===== config.mk =====
export PLATFORM = sky130hd
export DESIGN_NAME = periph_bus_arbiter_flat
export DESIGN_NICKNAME = d
export VERILOG_FILES = /design/src/rtl/periph_bus_arbiter_if.sv /design/src/rtl/periph_bus_arbiter.sv /design/src/flat_wrapper.sv
export SDC_FILE = /design/constraint.sdc
export NUM_CORES = 1
export LEC_CHECK = 0
export CORE_MARGIN = 2
export CORE_UTILIZATION = 37
export CTS_CLUSTER_SIZE = 20
export DETAILED_ROUTE_END_ITERATION = 12
export PLACE_DENSITY = 0.76
export REMOVE_ABC_BUFFERS = 1
export SYNTH_ARGS = -nofsm -noshare
export SYNTH_HDL_FRONTEND = slang
export SYNTH_SLANG_ARGS = --single-unit

===== constraint.sdc =====
create_clock -name clk -period 4.4 [get_ports clk]
set_clock_uncertainty 0.05 [all_clocks]
set_input_delay 1.1 -clock clk [delete_from_list [all_inputs] [get_ports clk]]
set_output_delay 1.1 -clock clk [all_outputs]
set_load 0.05 [all_outputs]

===== src/rtl/periph_bus_arbiter_if.sv =====
// ============================================================================
// periph_bus_arbiter_if
// Two-master / one-peripheral bus bundle; slave = arbiter side.
// Revision: 1.0
// ============================================================================
`default_nettype none

interface periph_bus_arbiter_if #(
  parameter int ADDR_W = 32
);
  logic              m0_req;
  logic              m0_wr;
  logic [ADDR_W-1:0] m0_addr;
  logic [31:0]       m0_wdata;
  logic [31:0]       m0_rdata;
  logic              m0_ack;

  logic              m1_req;
  logic              m1_wr;
  logic [ADDR_W-1:0] m1_addr;
  logic [31:0]       m1_wdata;
  logic [31:0]       m1_rdata;
  logic              m1_ack;

  logic [ADDR_W-1:0] p_addr;
  logic              p_wr;
  logic [31:0]       p_wdata;
  logic [31:0]       p_rdata;

  logic              grant;
  logic              busy;

  modport slave (
    input  m0_req, m0_wr, m0_addr, m0_wdata,
    input  m1_req, m1_wr, m1_addr, m1_wdata,
    input  p_rdata,
    output m0_rdata, m0_ack, m1_rdata, m1_ack,
    output p_addr, p_wr, p_wdata, grant, busy
  );

  modport master (
    output m0_req, m0_wr, m0_addr, m0_wdata,
    output m1_req, m1_wr, m1_addr, m1_wdata,
    output p_rdata,
    input  m0_rdata, m0_ack, m1_rdata, m1_ack,
    input  p_addr, p_wr, p_wdata, grant, busy
  );
endinterface

`default_nettype wire


===== src/rtl/periph_bus_arbiter.sv =====
// ============================================================================
// periph_bus_arbiter
// Arbitrates CPU (m0) and debug loader (m1) onto one peripheral register bus.
// Optional macro: ARB_ROUND_ROBIN_EN (round-robin on contention, else m0 wins).
// Revision: 1.0
// ============================================================================
`default_nettype none

module periph_bus_arbiter #(
  parameter int ADDR_W = 32
) (
  input  logic                 clk,
  input  logic                 rst,
  periph_bus_arbiter_if.slave  bus
);

  typedef enum logic [1:0] {
    IDLE   = 2'd0,
    ACCESS = 2'd1,
    ACK    = 2'd2
  } state_t;

  state_t            r_state;
  logic              r_grant;
  logic              r_busy;
  logic [ADDR_W-1:0] r_p_addr;
  logic              r_p_wr;
  logic [31:0]       r_p_wdata;
  logic [31:0]       r_m0_rdata;
  logic [31:0]       r_m1_rdata;
  logic              r_m0_ack;
  logic              r_m1_ack;

  logic              w_any_req;
  logic              w_winner;
  logic [ADDR_W-1:0] w_win_addr;
  logic [31:0]       w_win_wdata;
  logic              w_win_wr;

  assign w_any_req = bus.m0_req | bus.m1_req;

`ifdef ARB_ROUND_ROBIN_EN
  logic r_last_grant;

  // On contention the master that did not win last time goes first.
  always_comb begin
    w_winner = ~bus.m0_req;
    if (bus.m0_req && bus.m1_req) begin
      w_winner = ~r_last_grant;
    end
  end

  always_ff @(posedge clk or posedge rst) begin
    if (rst) begin
      r_last_grant <= 1'b1;
    end else if (r_state == IDLE && w_any_req) begin
      r_last_grant <= w_winner;
    end
  end
`else
  always_comb begin
    w_winner = ~bus.m0_req;
  end
`endif

  assign w_win_addr  = w_winner ? bus.m1_addr  : bus.m0_addr;
  assign w_win_wdata = w_winner ? bus.m1_wdata : bus.m0_wdata;
  assign w_win_wr    = w_winner ? bus.m1_wr    : bus.m0_wr;

  always_ff @(posedge clk or posedge rst) begin
    if (rst) begin
      r_state    <= IDLE;
      r_grant    <= 1'b0;
      r_busy     <= 1'b0;
      r_p_addr   <= '0;
      r_p_wr     <= 1'b0;
      r_p_wdata  <= '0;
      r_m0_rdata <= '0;
      r_m1_rdata <= '0;
      r_m0_ack   <= 1'b0;
      r_m1_ack   <= 1'b0;
    end else begin
      case (r_state)
        IDLE: begin
          if (w_any_req) begin
            r_state   <= ACCESS;
            r_grant   <= w_winner;
            r_busy    <= 1'b1;
            r_p_addr  <= w_win_addr;
            r_p_wdata <= w_win_wdata;
            r_p_wr    <= w_win_wr;
          end
        end
        ACCESS: begin
          // Single write strobe; peripheral read data sampled on the same edge.
          r_state <= ACK;
          r_p_wr  <= 1'b0;
          if (r_grant) begin
            r_m1_rdata <= bus.p_rdata;
          end else begin
            r_m0_rdata <= bus.p_rdata;
          end
          r_m0_ack <= ~r_grant;
          r_m1_ack <= r_grant;
        end
        ACK: begin
          r_state   <= IDLE;
          r_busy    <= 1'b0;
          r_p_addr  <= '0;
          r_p_wdata <= '0;
          r_m0_ack  <= 1'b0;
          r_m1_ack  <= 1'b0;
        end
        default: begin
          r_state <= IDLE;
        end
      endcase
    end
  end

  assign bus.grant    = r_grant;
  assign bus.busy     = r_busy;
  assign bus.p_addr   = r_p_addr;
  assign bus.p_wr     = r_p_wr;
  assign bus.p_wdata  = r_p_wdata;
  assign bus.m0_rdata = r_m0_rdata;
  assign bus.m1_rdata = r_m1_rdata;
  assign bus.m0_ack   = r_m0_ack;
  assign bus.m1_ack   = r_m1_ack;

endmodule

`default_nettype wire


===== src/flat_wrapper.sv =====
// flat-port wrapper written by rule: the top's interface ports become plain ports
module periph_bus_arbiter_flat 
#(
  parameter int ADDR_W = 32
)
  (clk, rst, bus_m0_req, bus_m0_wr, bus_m0_addr, bus_m0_wdata, bus_m1_req, bus_m1_wr, bus_m1_addr, bus_m1_wdata, bus_p_rdata, bus_m0_rdata, bus_m0_ack, bus_m1_rdata, bus_m1_ack, bus_p_addr, bus_p_wr, bus_p_wdata, bus_grant, bus_busy);
  periph_bus_arbiter_if #(.ADDR_W(ADDR_W)) bus_i ();
  input  logic clk;
  input  logic rst;
  input wire logic [$bits(bus_i.m0_req)-1:0] bus_m0_req;
  input wire logic [$bits(bus_i.m0_wr)-1:0] bus_m0_wr;
  input wire logic [$bits(bus_i.m0_addr)-1:0] bus_m0_addr;
  input wire logic [$bits(bus_i.m0_wdata)-1:0] bus_m0_wdata;
  input wire logic [$bits(bus_i.m1_req)-1:0] bus_m1_req;
  input wire logic [$bits(bus_i.m1_wr)-1:0] bus_m1_wr;
  input wire logic [$bits(bus_i.m1_addr)-1:0] bus_m1_addr;
  input wire logic [$bits(bus_i.m1_wdata)-1:0] bus_m1_wdata;
  input wire logic [$bits(bus_i.p_rdata)-1:0] bus_p_rdata;
  output wire logic [$bits(bus_i.m0_rdata)-1:0] bus_m0_rdata;
  output wire logic [$bits(bus_i.m0_ack)-1:0] bus_m0_ack;
  output wire logic [$bits(bus_i.m1_rdata)-1:0] bus_m1_rdata;
  output wire logic [$bits(bus_i.m1_ack)-1:0] bus_m1_ack;
  output wire logic [$bits(bus_i.p_addr)-1:0] bus_p_addr;
  output wire logic [$bits(bus_i.p_wr)-1:0] bus_p_wr;
  output wire logic [$bits(bus_i.p_wdata)-1:0] bus_p_wdata;
  output wire logic [$bits(bus_i.grant)-1:0] bus_grant;
  output wire logic [$bits(bus_i.busy)-1:0] bus_busy;
  assign bus_i.m0_req = bus_m0_req;
  assign bus_i.m0_wr = bus_m0_wr;
  assign bus_i.m0_addr = bus_m0_addr;
  assign bus_i.m0_wdata = bus_m0_wdata;
  assign bus_i.m1_req = bus_m1_req;
  assign bus_i.m1_wr = bus_m1_wr;
  assign bus_i.m1_addr = bus_m1_addr;
  assign bus_i.m1_wdata = bus_m1_wdata;
  assign bus_i.p_rdata = bus_p_rdata;
  assign bus_m0_rdata = bus_i.m0_rdata;
  assign bus_m0_ack = bus_i.m0_ack;
  assign bus_m1_rdata = bus_i.m1_rdata;
  assign bus_m1_ack = bus_i.m1_ack;
  assign bus_p_addr = bus_i.p_addr;
  assign bus_p_wr = bus_i.p_wr;
  assign bus_p_wdata = bus_i.p_wdata;
  assign bus_grant = bus_i.grant;
  assign bus_busy = bus_i.busy;
  periph_bus_arbiter #(.ADDR_W(ADDR_W)) u_core (.clk(clk), .rst(rst), .bus(bus_i));
endmodule

After elaboration in Yosys (flattened, before gate mapping):

Index checks and enable logic that the tools add are counted.

* register bits: 135
* bits of input ports: 166

* equality and inequality tests: 3
* muxes and demuxes: 15
* bitwise gates (word level): 3
* reduce and logical (&&, ||, !) cells: 9

Operators with widths (number)
* $mux W32: 4
* $pmux W32 S2: 2
* $reduce_and A2 Y1: 5
* $pmux W1 S2: 4
* $reduce_bool A2 Y1: 3
* $pmux W2 S2: 1
* $mux W1: 3
* $eq A2 B1 Y1 const B: 1
* $eq A2 B2 Y1 const B: 1
* $logic_not A2 Y1: 1
* $mux W2: 1
* $ne A2 B1 Y1 const B: 1
* $not A1 Y1: 2
* $or A1 B1 Y1: 1

Depth between registers and ports, before layout:

* word-level depth: 3
* depth in mapped cells: 7
* depth with buffers taken out: 5

Worst setup path after synthesis:

No wires, ideal clock.

* path kind: input to register
* start point: in bus_m0_req
* end point: reg u_core.r_p_addr[0] (netlist: u_core.bus.p_addr[0])
* library setup time: 125 ps
* data arrival time: 2337 ps
* path slack: 1888 ps
* stages on the path: 6
* cell sequence: buf_2 or3b_4 o21ai_2 buf_8 buf_12 mux2_4

* word-level cells in the longest chain between the ends: 3
* elaborated cells between the ends (all ways): 6
* classes of those cells: eq/ne (1); mux (3); bitwise (1); reduce/logical (1)

Ends and longest elaborated chain
* start: declaration: line flat_wrapper.sv:10 `input wire logic [$bits(bus_i.m0_req)-1:0] bus_m0_req;`
* $mux W32 or $or A1 B1 Y1 (tied branches): line periph_bus_arbiter.sv:66, periph_bus_arbiter.sv:40
* $mux W32 or $ne A2 B1 Y1 (tied branches)
* $pmux W32 S2 or $reduce_and A2 Y1 (tied branches)
* end signal: assignment: line periph_bus_arbiter.sv:89 `r_p_addr <= w_win_addr;`
* end: declaration: line periph_bus_arbiter.sv:26 `logic [ADDR_W-1:0] r_p_addr;`

Parallel ways exist; a longest one is shown, timed or not. The select of a mux whose other input is x is not followed.
A chain may end at the register's enable or synchronous reset.

Worst setup path in the final report:

* start point: reg u_core.r_grant (netlist: u_core.bus.grant)
* end point: out bus_grant

RTL lines
* start: declaration: line periph_bus_arbiter.sv:24 `logic r_grant;`
* start signal: assignment: line periph_bus_arbiter.sv:87 `r_grant <= w_winner;`
* end: declaration: line flat_wrapper.sv:26 `output wire logic [$bits(bus_i.grant)-1:0] bus_grant;`

No word-level cell between the ends.

==> metrics <==
HP Start=u_core.bus.m1_rdata[12]; CP Class=register to primary output; first-pass GRT wire length=25,800 um; Post-Syn Area per Cell=14.0 sq um; worst setup margin=1.54 ns; starting DRC count in detailed routing=109; min Tclk post-route=2.86 ns; commonest cells after routing, fill and taps aside=clkdlybuf4s50_1, dfrtp_1, mux2_2; Critical Path Start=u_core.bus.grant; worst skew pair latency=0.41 ns; CP Launch Type=register; Initial Utilization=38.1%; pre-CTS setup slack=1.19 ns; DP Cell Count=950; crit path cell chain=clkdlybuf4s50_1; initial antenna violation count=0; Finished Layout Cells=982; Synth Area in Simple Gates=4.64%; largest net degree at the start of global routing=95; post-route DRC violation count=0; CP peak stage delay=0.85 ns; r2r startpoint=u_core.r_state[0]; # rows=47; Leak Pwr=4.52 nW; share of cells above drive strength 1=22.7%; Synth cell types=23; RSZ-0062 raised after global routing=false; CTS Root Cell=clkbuf_16; dpl hpwl=12,600 um; VDD IR max=0.505 mV; post-synthesis adder-cell area fraction=1.19%; routed len/inst=17.2 um; Worst EP required=3.25 ns; clk buf depth=2; Total Wirelength=16,900 um; Post-Synth XOR/XNOR Area=0%; Yosys warnings=0; CP arrival=1.71 ns; power density cells=937 nW/um^2; DR vias/cell=4.73; Core Box Area=16,600 sq um; ANT nets after route=0; cells after synthesis=453; vias in the first global route=4,835; remaining global-route overflow=0; post-synth top area cell=dfrtp_1; die footprint=18,200 sq um; Final Hold Viols=0; post-synthesis mux area share=36.3%; chip width=135 um; Tcrit/Tclk final=64.9%; TritonCTS clock tree=done; gpl congestion=0.771; Max-Slew Margin vs Limit=43.4%; n_diodes=0; post-synthesis compound-gate area fraction=0.830%; status=completed; clock-pin slew on the worst setup and hold paths=0.06 ns; IO buf count=298; commonest non-fill, non-tap cell in the layout=clkdlybuf4s50_1; mapped cell area=6330 sq um; post-synthesis sequential area ratio=53.3%; Max Freq=0.350 GHz; worst path buffer plus inverter count=1; Post-CTS Hold Buffers=0; Post-CTS Repair Setup Buffers=0; Area Growth Syn to Fin=60.4%; Placement Cell Area=9470 sq um; top post-synthesis cells by area=dfrtp_1, mux2_2, mux2_4, mux2i_1, nor2_1; final setup violation count=0; largest family of logic cells by synthesized area=multiplexers; I/O pins=299; Worst-Margin Slew=0.849 ns; post-cts sizing count=0; clock sinks=135; DR vias=4,640; nets=921; DR pass1 iterations=4; CP max FO=6; Worst path slowest cell=clkdlybuf4s50_1; H-tree depth=4; Die Y=135 um; cts bufs inserted=17; post-route design area=10,200 sq um; Max Cap Viol=0; Final Max Slew Viols=0; endpoint class of the critical path=primary output; synthesized flop and latch total=135; GRT Total Usage=18.5%; share of the synthesized area in the top cell type=53.3%; Largest delay share family, worst path=buffers and inverters; min-delay worst type=register to register; Fin Setup TNS=0 ns
## power breakdown
| part | switching, mW | leakage [nW] | internal [mW] |
|---|---|---|---|
| registers | 0.379 | 1.61 | 1.89 |
| logic | 3.30 | 2.57 | 2.29 |
| clock network | 0.569 | 0.339 | 1.08 |
## flip-flops by register name, indices dropped and copies added, names as in the netlist, 2 cells and up
register and flops:
u_core.bus.m0_rdata 32, u_core.bus.m1_rdata 32, u_core.bus.p_addr 32, u_core.bus.p_wdata 32
u_core.r_state 2
## Yosys cell counts
cell type / number
o311ai_0: 1
ha_1: 6
o21ai_0: 5
nor2b_1: 1
or3b_4: 1
buf_4: 1
nand2_1: 4
mux2_2: 78
mux2_4: 49
nand2b_1: 1
clkbuf_1: 8
buf_12: 5
nor2_1: 66
a21oi_1: 2
mux2_1: 2
buf_8: 1
nand3b_1: 1
buf_2: 11
mux2i_1: 66
dfrtp_1: 135
inv_1: 5
o21ai_2: 1
buf_1: 3
## worst reg2reg max path: stages, from the launching register on
cell,delay (ns)
dfrtp_1,0.40
inv_1,0.16
ha_1,0.33
or3b_4,0.46
o21ai_4,0.14
buf_4,0.45
mux2_2,0.41
## metal layers
| metal | GRT usage (%) | share of wire (%) | vias up |
|---|---|---|---|
| met1 | 22.6 | 41 | 2245 |
| met3 | 5.93 | 8.3 | 19 |
| met4 | 6.78 | 2.1 | 0 |
| met5 | 0 | 0 | - |
| met2 | 30.8 | 49 | 217 |
| li1 | - | - | 2159 |
## stage by stage
stage	utilization (%)	power, mW	hold slack (ns)
3_5_place_dp	56.9	7.92	0.438
3_3_place_gp	56.9	7.82	0.422
5_1_grt	61.1	9.92	0.471
6_report	61.1	9.52	0.452
4_1_cts	61.1	9.61	0.454
2_1_floorplan	-	6.13	0.529
## path summary, 6_finish.rpt
check,endpoint,slack (ns),cells after the start
max,bus_grant,1.54,1
min,u_core.bus.m1_rdata[12],0.45,1
max reg2reg,u_core.bus.p_addr[20],1.89,6
min reg2reg,u_core.bus.m1_rdata[12],0.45,1
max in group asynchronous,u_core.bus.p_addr[6],2.23,3
min in group asynchronous,u_core.bus.p_addr[1],1.17,2
## cells by family (layout without fill, tap and decap cells)
family          count (synthesis)  after routing
mux                           195            195
simple gates                   74             74
buf+inv                        34            343
compound gates                  9              9
fa+ha+maj                       6              6
flops                         135            135
## cell type report
cell class	count	area [sq um]
Clock buffer	17	425
Clock inverter	15	263
Fill cell	1258	6480
Inverter	5	23.8
Multi-Input combinational cell	284	2730
Sequential cell	135	3380
Tap cell	220	275
Timing Repair Buffer	306	3070
(Power assumes the default switching activity.)
